===== config.mk =====
export PLATFORM = sky130hd
export DESIGN_NAME = gray_counter
export DESIGN_NICKNAME = d
export VERILOG_FILES = /design/src/rtl/gray_pkg.sv /design/src/rtl/gray2bin.sv /design/src/rtl/gray_counter.sv
export SDC_FILE = /design/constraint.sdc
export NUM_CORES = 1
export LEC_CHECK = 0
export ABC_CLOCK_PERIOD_IN_PS = 1700
export CAP_MARGIN = 10
export CORE_AREA = 10 10 47 49
export DETAILED_ROUTE_END_ITERATION = 10
export DIE_AREA = 0 0 57 59
export DONT_BUFFER_PORTS = 1
export GPL_TIMING_DRIVEN = 0
export MAX_ROUTING_LAYER = met4
export PLACE_DENSITY_LB_ADDON = 0.15
export SYNTH_ARGS = -nofsm -noshare
export SYNTH_HDL_FRONTEND = slang
export SYNTH_SLANG_ARGS = --single-unit

===== constraint.sdc =====
create_clock -name clk_i -period 1.7 [get_ports clk_i]
set_input_delay 0.255 -clock clk_i [delete_from_list [all_inputs] [get_ports clk_i]]
set_output_delay 0.255 -clock clk_i [all_outputs]
set_load 0.03 [all_outputs]

===== src/rtl/gray_pkg.sv =====
// ============================================================================
// gray_pkg : shared width limits, step decode type and Gray conversion helpers
// Revision : 1.0
// ============================================================================
`default_nettype none

package gray_pkg;

  localparam int unsigned GRAY_WIDTH_MIN = 2;
  localparam int unsigned GRAY_WIDTH_MAX = 16;

  typedef enum logic [1:0] {
    OP_HOLD = 2'd0,
    OP_LOAD = 2'd1,
    OP_UP   = 2'd2,
    OP_DOWN = 2'd3
  } gray_op_e;

  // Bits at or above 'width' are forced to zero in both helpers.
  function automatic logic [GRAY_WIDTH_MAX-1:0] bin2gray(
    input logic [GRAY_WIDTH_MAX-1:0] bin_v,
    input int                        width
  );
    logic [GRAY_WIDTH_MAX-1:0] mask;
    mask = '0;
    for (int i = 0; i < int'(GRAY_WIDTH_MAX); i++) begin
      if (i < width) mask[i] = 1'b1;
    end
    return (bin_v ^ (bin_v >> 1)) & mask;
  endfunction

  function automatic logic [GRAY_WIDTH_MAX-1:0] gray2bin(
    input logic [GRAY_WIDTH_MAX-1:0] gray_v,
    input int                        width
  );
    logic [GRAY_WIDTH_MAX-1:0] res;
    logic                      acc;
    res = '0;
    acc = 1'b0;
    for (int i = int'(GRAY_WIDTH_MAX) - 1; i >= 0; i--) begin
      if (i < width) begin
        acc    = acc ^ gray_v[i];
        res[i] = acc;
      end
    end
    return res;
  endfunction

endpackage

`default_nettype wire


===== src/rtl/gray2bin.sv =====
// ============================================================================
// gray2bin : combinational Gray-to-binary converter (prefix XOR from the MSB)
// Revision : 1.0
// ============================================================================
`default_nettype none

module gray2bin #(
  parameter int unsigned WIDTH = 3
) (
  input  logic [WIDTH-1:0] gray_i,
  output logic [WIDTH-1:0] bin_o
);

  // Each bit reduces its own slice so no bit depends on another output bit.
  for (genvar i = 0; i < WIDTH; i++) begin : g_prefix
    assign bin_o[i] = ^gray_i[WIDTH-1:i];
  end

endmodule

`default_nettype wire


===== src/rtl/gray_counter.sv =====
// ============================================================================
// gray_counter : up/down binary-state counter with Gray output, load,
//                sticky overflow/underflow flags and a wrap pulse
// Revision     : 1.0
// ============================================================================
`default_nettype none

module gray_counter
  import gray_pkg::*;
#(
  parameter int unsigned WIDTH    = 3,
  parameter bit          SATURATE = 1'b0
) (
  input  logic             clk_i,
  input  logic             rst_i,
  input  logic             en_i,
  input  logic             dir_i,
  input  logic             load_i,
  input  logic [WIDTH-1:0] load_val_i,
  input  logic             ov_clr_i,
  output logic [WIDTH-1:0] gray_o,
  output logic [WIDTH-1:0] binary_o,
  output logic             overflow_o,
  output logic             underflow_o,
  output logic             wrap_o
);

  if ((WIDTH < GRAY_WIDTH_MIN) || (WIDTH > GRAY_WIDTH_MAX)) begin : g_width_check
    $error("gray_counter: WIDTH %0d outside %0d..%0d",
           WIDTH, GRAY_WIDTH_MIN, GRAY_WIDTH_MAX);
  end

  localparam logic [WIDTH-1:0] C_MAX_COUNT = '1;

  logic [WIDTH-1:0] bin_q, bin_d;
  logic             ovf_q, ovf_d;
  logic             unf_q, unf_d;
  logic             wrap_q, wrap_d;

  logic [WIDTH-1:0] w_load_bin;
  gray_op_e         w_op;

  gray2bin #(
    .WIDTH (WIDTH)
  ) u_gray2bin (
    .gray_i (load_val_i),
    .bin_o  (w_load_bin)
  );

  always_comb begin
    w_op = OP_HOLD;
    if (load_i) begin
      w_op = OP_LOAD;
    end else if (en_i) begin
      w_op = dir_i ? OP_UP : OP_DOWN;
    end
  end

  // Clear is applied before any set so a same-cycle crossing keeps its flag.
  always_comb begin
    bin_d  = bin_q;
    ovf_d  = ovf_q & ~ov_clr_i;
    unf_d  = unf_q & ~ov_clr_i;
    wrap_d = 1'b0;
    case (w_op)
      OP_LOAD: begin
        bin_d = w_load_bin;
      end
      OP_UP: begin
        if (bin_q == C_MAX_COUNT) begin
          ovf_d = 1'b1;
          if (!SATURATE) begin
            bin_d  = '0;
            wrap_d = 1'b1;
          end
        end else begin
          bin_d = bin_q + 1'b1;
        end
      end
      OP_DOWN: begin
        if (bin_q == '0) begin
          unf_d = 1'b1;
          if (!SATURATE) begin
            bin_d  = C_MAX_COUNT;
            wrap_d = 1'b1;
          end
        end else begin
          bin_d = bin_q - 1'b1;
        end
      end
      default: begin
      end
    endcase
  end

  always_ff @(posedge clk_i) begin
    if (rst_i) begin
      bin_q  <= '0;
      ovf_q  <= 1'b0;
      unf_q  <= 1'b0;
      wrap_q <= 1'b0;
    end else begin
      bin_q  <= bin_d;
      ovf_q  <= ovf_d;
      unf_q  <= unf_d;
      wrap_q <= wrap_d;
    end
  end

  assign gray_o      = bin_q ^ (bin_q >> 1);
  assign binary_o    = bin_q;
  assign overflow_o  = ovf_q;
  assign underflow_o = unf_q;
  assign wrap_o      = wrap_q;

endmodule

`default_nettype wire

==> results by group <==
Place
  • HPWL Detailed: ~820 um
  • PortBufs: 0
  • RePlAce Congestion: 0.684

CTS
  • Max clock buf depth: 2
  • Clk Latency, worst-skew pair: ~240 ps
  • Clock-pin transition on the worst setup and hold timing paths: roughly 50 ps
  • H-Tree Level Count: 1
  • Clk sinks: 6
  • CTS tree: yes
  • CTS Buf Count: 3
  • CTS Root Cell: clkbuf_4

Layout
  • Area of the multi-input gates: approximately 280 um^2
  • ANT cells: 0
  • FF/Latch Area: ~130 um^2
  • Layout cell share with drive strength beyond 1: a little over a third
  • Util after Layout: 34.7%
  • Nets: 60
  • Fill count: about 160
  • P&R area growth vs syn: 17.2%

Routing
  • 1st-iter DRT viols: 0
  • Detailed Routing Iterations Pass 1: 1
  • Drt drc: 0
  • Vias post-DR: between 300 and 400
  • WL final: about 1.1 mm
  • WL per Instance: around 18 um
  • Antenna Violating Nets Remaining: 0
  • Via density: 5.43

Synth
  • Post-synth EDFFs: 0
  • Top-area cell type share of the netlist area: between 20% and 30%
  • Syn Area/Cell: 9.89 um^2
  • Warnings, synthesis: 0
  • Commonest register cell after synthesis: dfxtp_1
  • Area leader, netlist: dfxtp_1
  • Top-count cell post-synth: dfxtp_1
  • Synth area leaders: dfxtp_1 29%, ha_1 12%, a2111oi_2 7.2%, nor3_1 6.0%, nor3b_4 4.5%
  • Syn Std Cell Area: about 420 um^2
  • Sequential element share of the synthesized area: between 20% and 30%
  • Cell count after synthesis: 42
  • Async SR Flop Fraction: 0%
  • Yosys reg bits: 6
  • Post-synthesis cell type count: 21
  • Post-synth top cells: 6 x dfxtp_1, 5 x nor3_1, 4 x ha_1, 4 x inv_1
  • Syn nets: between 50 and 60

Setup path
  • Type of element launching the critical path: register
  • Critical-path cell list: ha_1 -> ha_1 -> and3b_1 -> nor4_2 -> a2111oi_2
  • WP data arrival: about 1700 ps
  • Slowest stage delay, CP: 390 ps
  • Crit-path slowest cell: dfxtp_4
  • Data required, critical path: around 1800 ps
  • Crit. End Element: register
  • Critical path's most frequent cell: ha_1
  • Crit path kind: reg -> reg
  • Crit-path max FO: 5
  • Crit path max-delay family: adder cells
  • Buffer and inverter count on the worst path: 0

Floorplanning
  • Core footprint: approximately 0.0014 mm^2
  • FP Rows: 14
  • Starting Density: around 30%
  • DIE AREA: roughly 0.0034 mm^2
  • Die X-Extent: about 57 um
  • I/O pin cnt: 18
  • Die H: 59 um

Global routing
  • First-pass GRT wire length: between 1.5 and 2 mm
  • Initial antenna violation count: 0
  • GRT Residual Overflow: 0
  • Vias in the first global route: 351
  • Largest net degree at the start of global routing: 9
  • GRT Util Overall: 6.76%

STA
  • Slew @ Worst Pin: between 300 and 400 ps
  • RSZ-0062 raised after global routing: no
  • Sum Neg Setup Slack: 0 ps
  • Max-Slew Margin vs Limit: roughly three quarters
  • Slew Viols, Final: 0
  • Final Skew: 2.03 ps
  • Setup violations, final: 0
  • Tmin final: ~1600 ps
  • FMAX: approximately 640 MHz
  • Fin. Hold Viols: 0
  • Tcrit/Tclk final: 92.6%

Power and ir drop
  • Power per cell area: 897 mW/mm^2
  • Maximum VDD drop: roughly 0.34 mV
  • Leakage power: 0.189 nW

Outcome
  • Outcome: complete, no violations

Flow run
  • Max Cap Viol: 0

Worst hold path
  • Worst Hold Class: in -> reg
-- power by group --
part	internal, W	switching, W	total, W
Combinational	0.0000544	0.0000652	0.000120
Clock	0.0000799	0.0000521	0.000132
Sequential	0.000151	0.0000336	0.000185
Total	0.000285	0.000151	0.000436
-- logic make-up (layout without fill, tap and decap cells) --
| logic type | after synthesis | in the layout | synth area share, % |
|---|---|---|---|
| compound gates | 9 | 9 | 19.3 |
| xor+xnor | 3 | 3 | 6.33 |
| fa+ha+maj | 4 | 4 | 12.0 |
| buf+inv | 6 | 9 | 8.13 |
| flops | 6 | 6 | 28.9 |
| simple gates | 14 | 14 | 25.3 |
-- routing by layer --
| metal | part of all wire, % | wire (um) | up-vias | track usage (%) |
|---|---|---|---|---|
| li1 | - | - | 164 | - |
| met1 | 37 | 401 | 150 | 5.83 |
| met2 | 47 | 500 | 13 | 10.2 |
| met3 | 14 | 155 | 4 | 5.36 |
| met4 | 1.5 | 16 | 0 | 4.03 |
| met5 | 0 | 0 | - | - |
-- placed cells by master (no fill, tap or decap), drive strengths merged --
cell / netlist / layout
nor4: 1 / 1
a221oi: 1 / 1
nor3b: 1 / 1
ha: 4 / 4
a21oi: 3 / 3
a2111oi: 3 / 3
nand2b: 1 / 1
a32oi: 1 / 1
buf: 2 / 2
xnor2: 1 / 1
and2b: 1 / 1
and3b: 1 / 1
xor2: 2 / 2
dfxtp: 6 / 6
or3: 1 / 1
a22oi: 1 / 1
clkbuf: 0 / 3
nor2: 3 / 3
inv: 4 / 4
nor3: 5 / 5
-- path summary, 6_finish.rpt --
| kind | startpoint | end | cells after the start | slack [ps] |
|---|---|---|---|---|
| worst min-delay path | rst_i | binary_o[1]$_SDFFE_PP0P_ | 1 | 60 |
| worst max register to register | binary_o[0]$_SDFFE_PP0P_ | binary_o[1]$_SDFFE_PP0P_ | 5 | 130 |
| worst max-delay path | binary_o[0]$_SDFFE_PP0P_ | binary_o[1]$_SDFFE_PP0P_ | 5 | 130 |
| worst min register to register | underflow_o$_SDFF_PP0_ | underflow_o$_SDFF_PP0_ | 2 | 700 |
-- final cells by class --
cell class                      count  share of cell area [%]
Multi-Input combinational cell     30                    57.8
Sequential cell                     6                    26.5
Clock buffer                        3                    4.63
Tap cell                           16                    4.11
Buffer                              2                    3.86
Inverter                            4                    3.08
-- what timing repair did --
action                                 in CTS  in global routing
endpoints found under the hold margin       0                  0
setup buffers                               0                  0
hold buffers                                0                  0
setup endpoints to repair                   2                  1
resized for setup                           5                  1
-- registers in the layout, indices dropped and copies added, names as in the netlist --
signal	flops
binary_o	3
overflow_o	1
underflow_o	1
wrap_o	1
-- through the flow --
step / total power, W / hold WS (ps) / instances / setup WS [ps] / instance area [um^2]
global placement: 0.000289 / 318 / 58 / -52.7 / 438
global route: 0.000464 / 57.6 / 61 / 37.0 / 487
detailed placement: 0.000293 / 322 / 58 / -104 / 438
finish: 0.000436 / 63.7 / 61 / 126 / 487
CTS: 0.000434 / 59.7 / 61 / 25.7 / 477
floorplan: 0.000275 / 316 / 42 / 45.6 / 418
(Power assumes the default switching activity.)
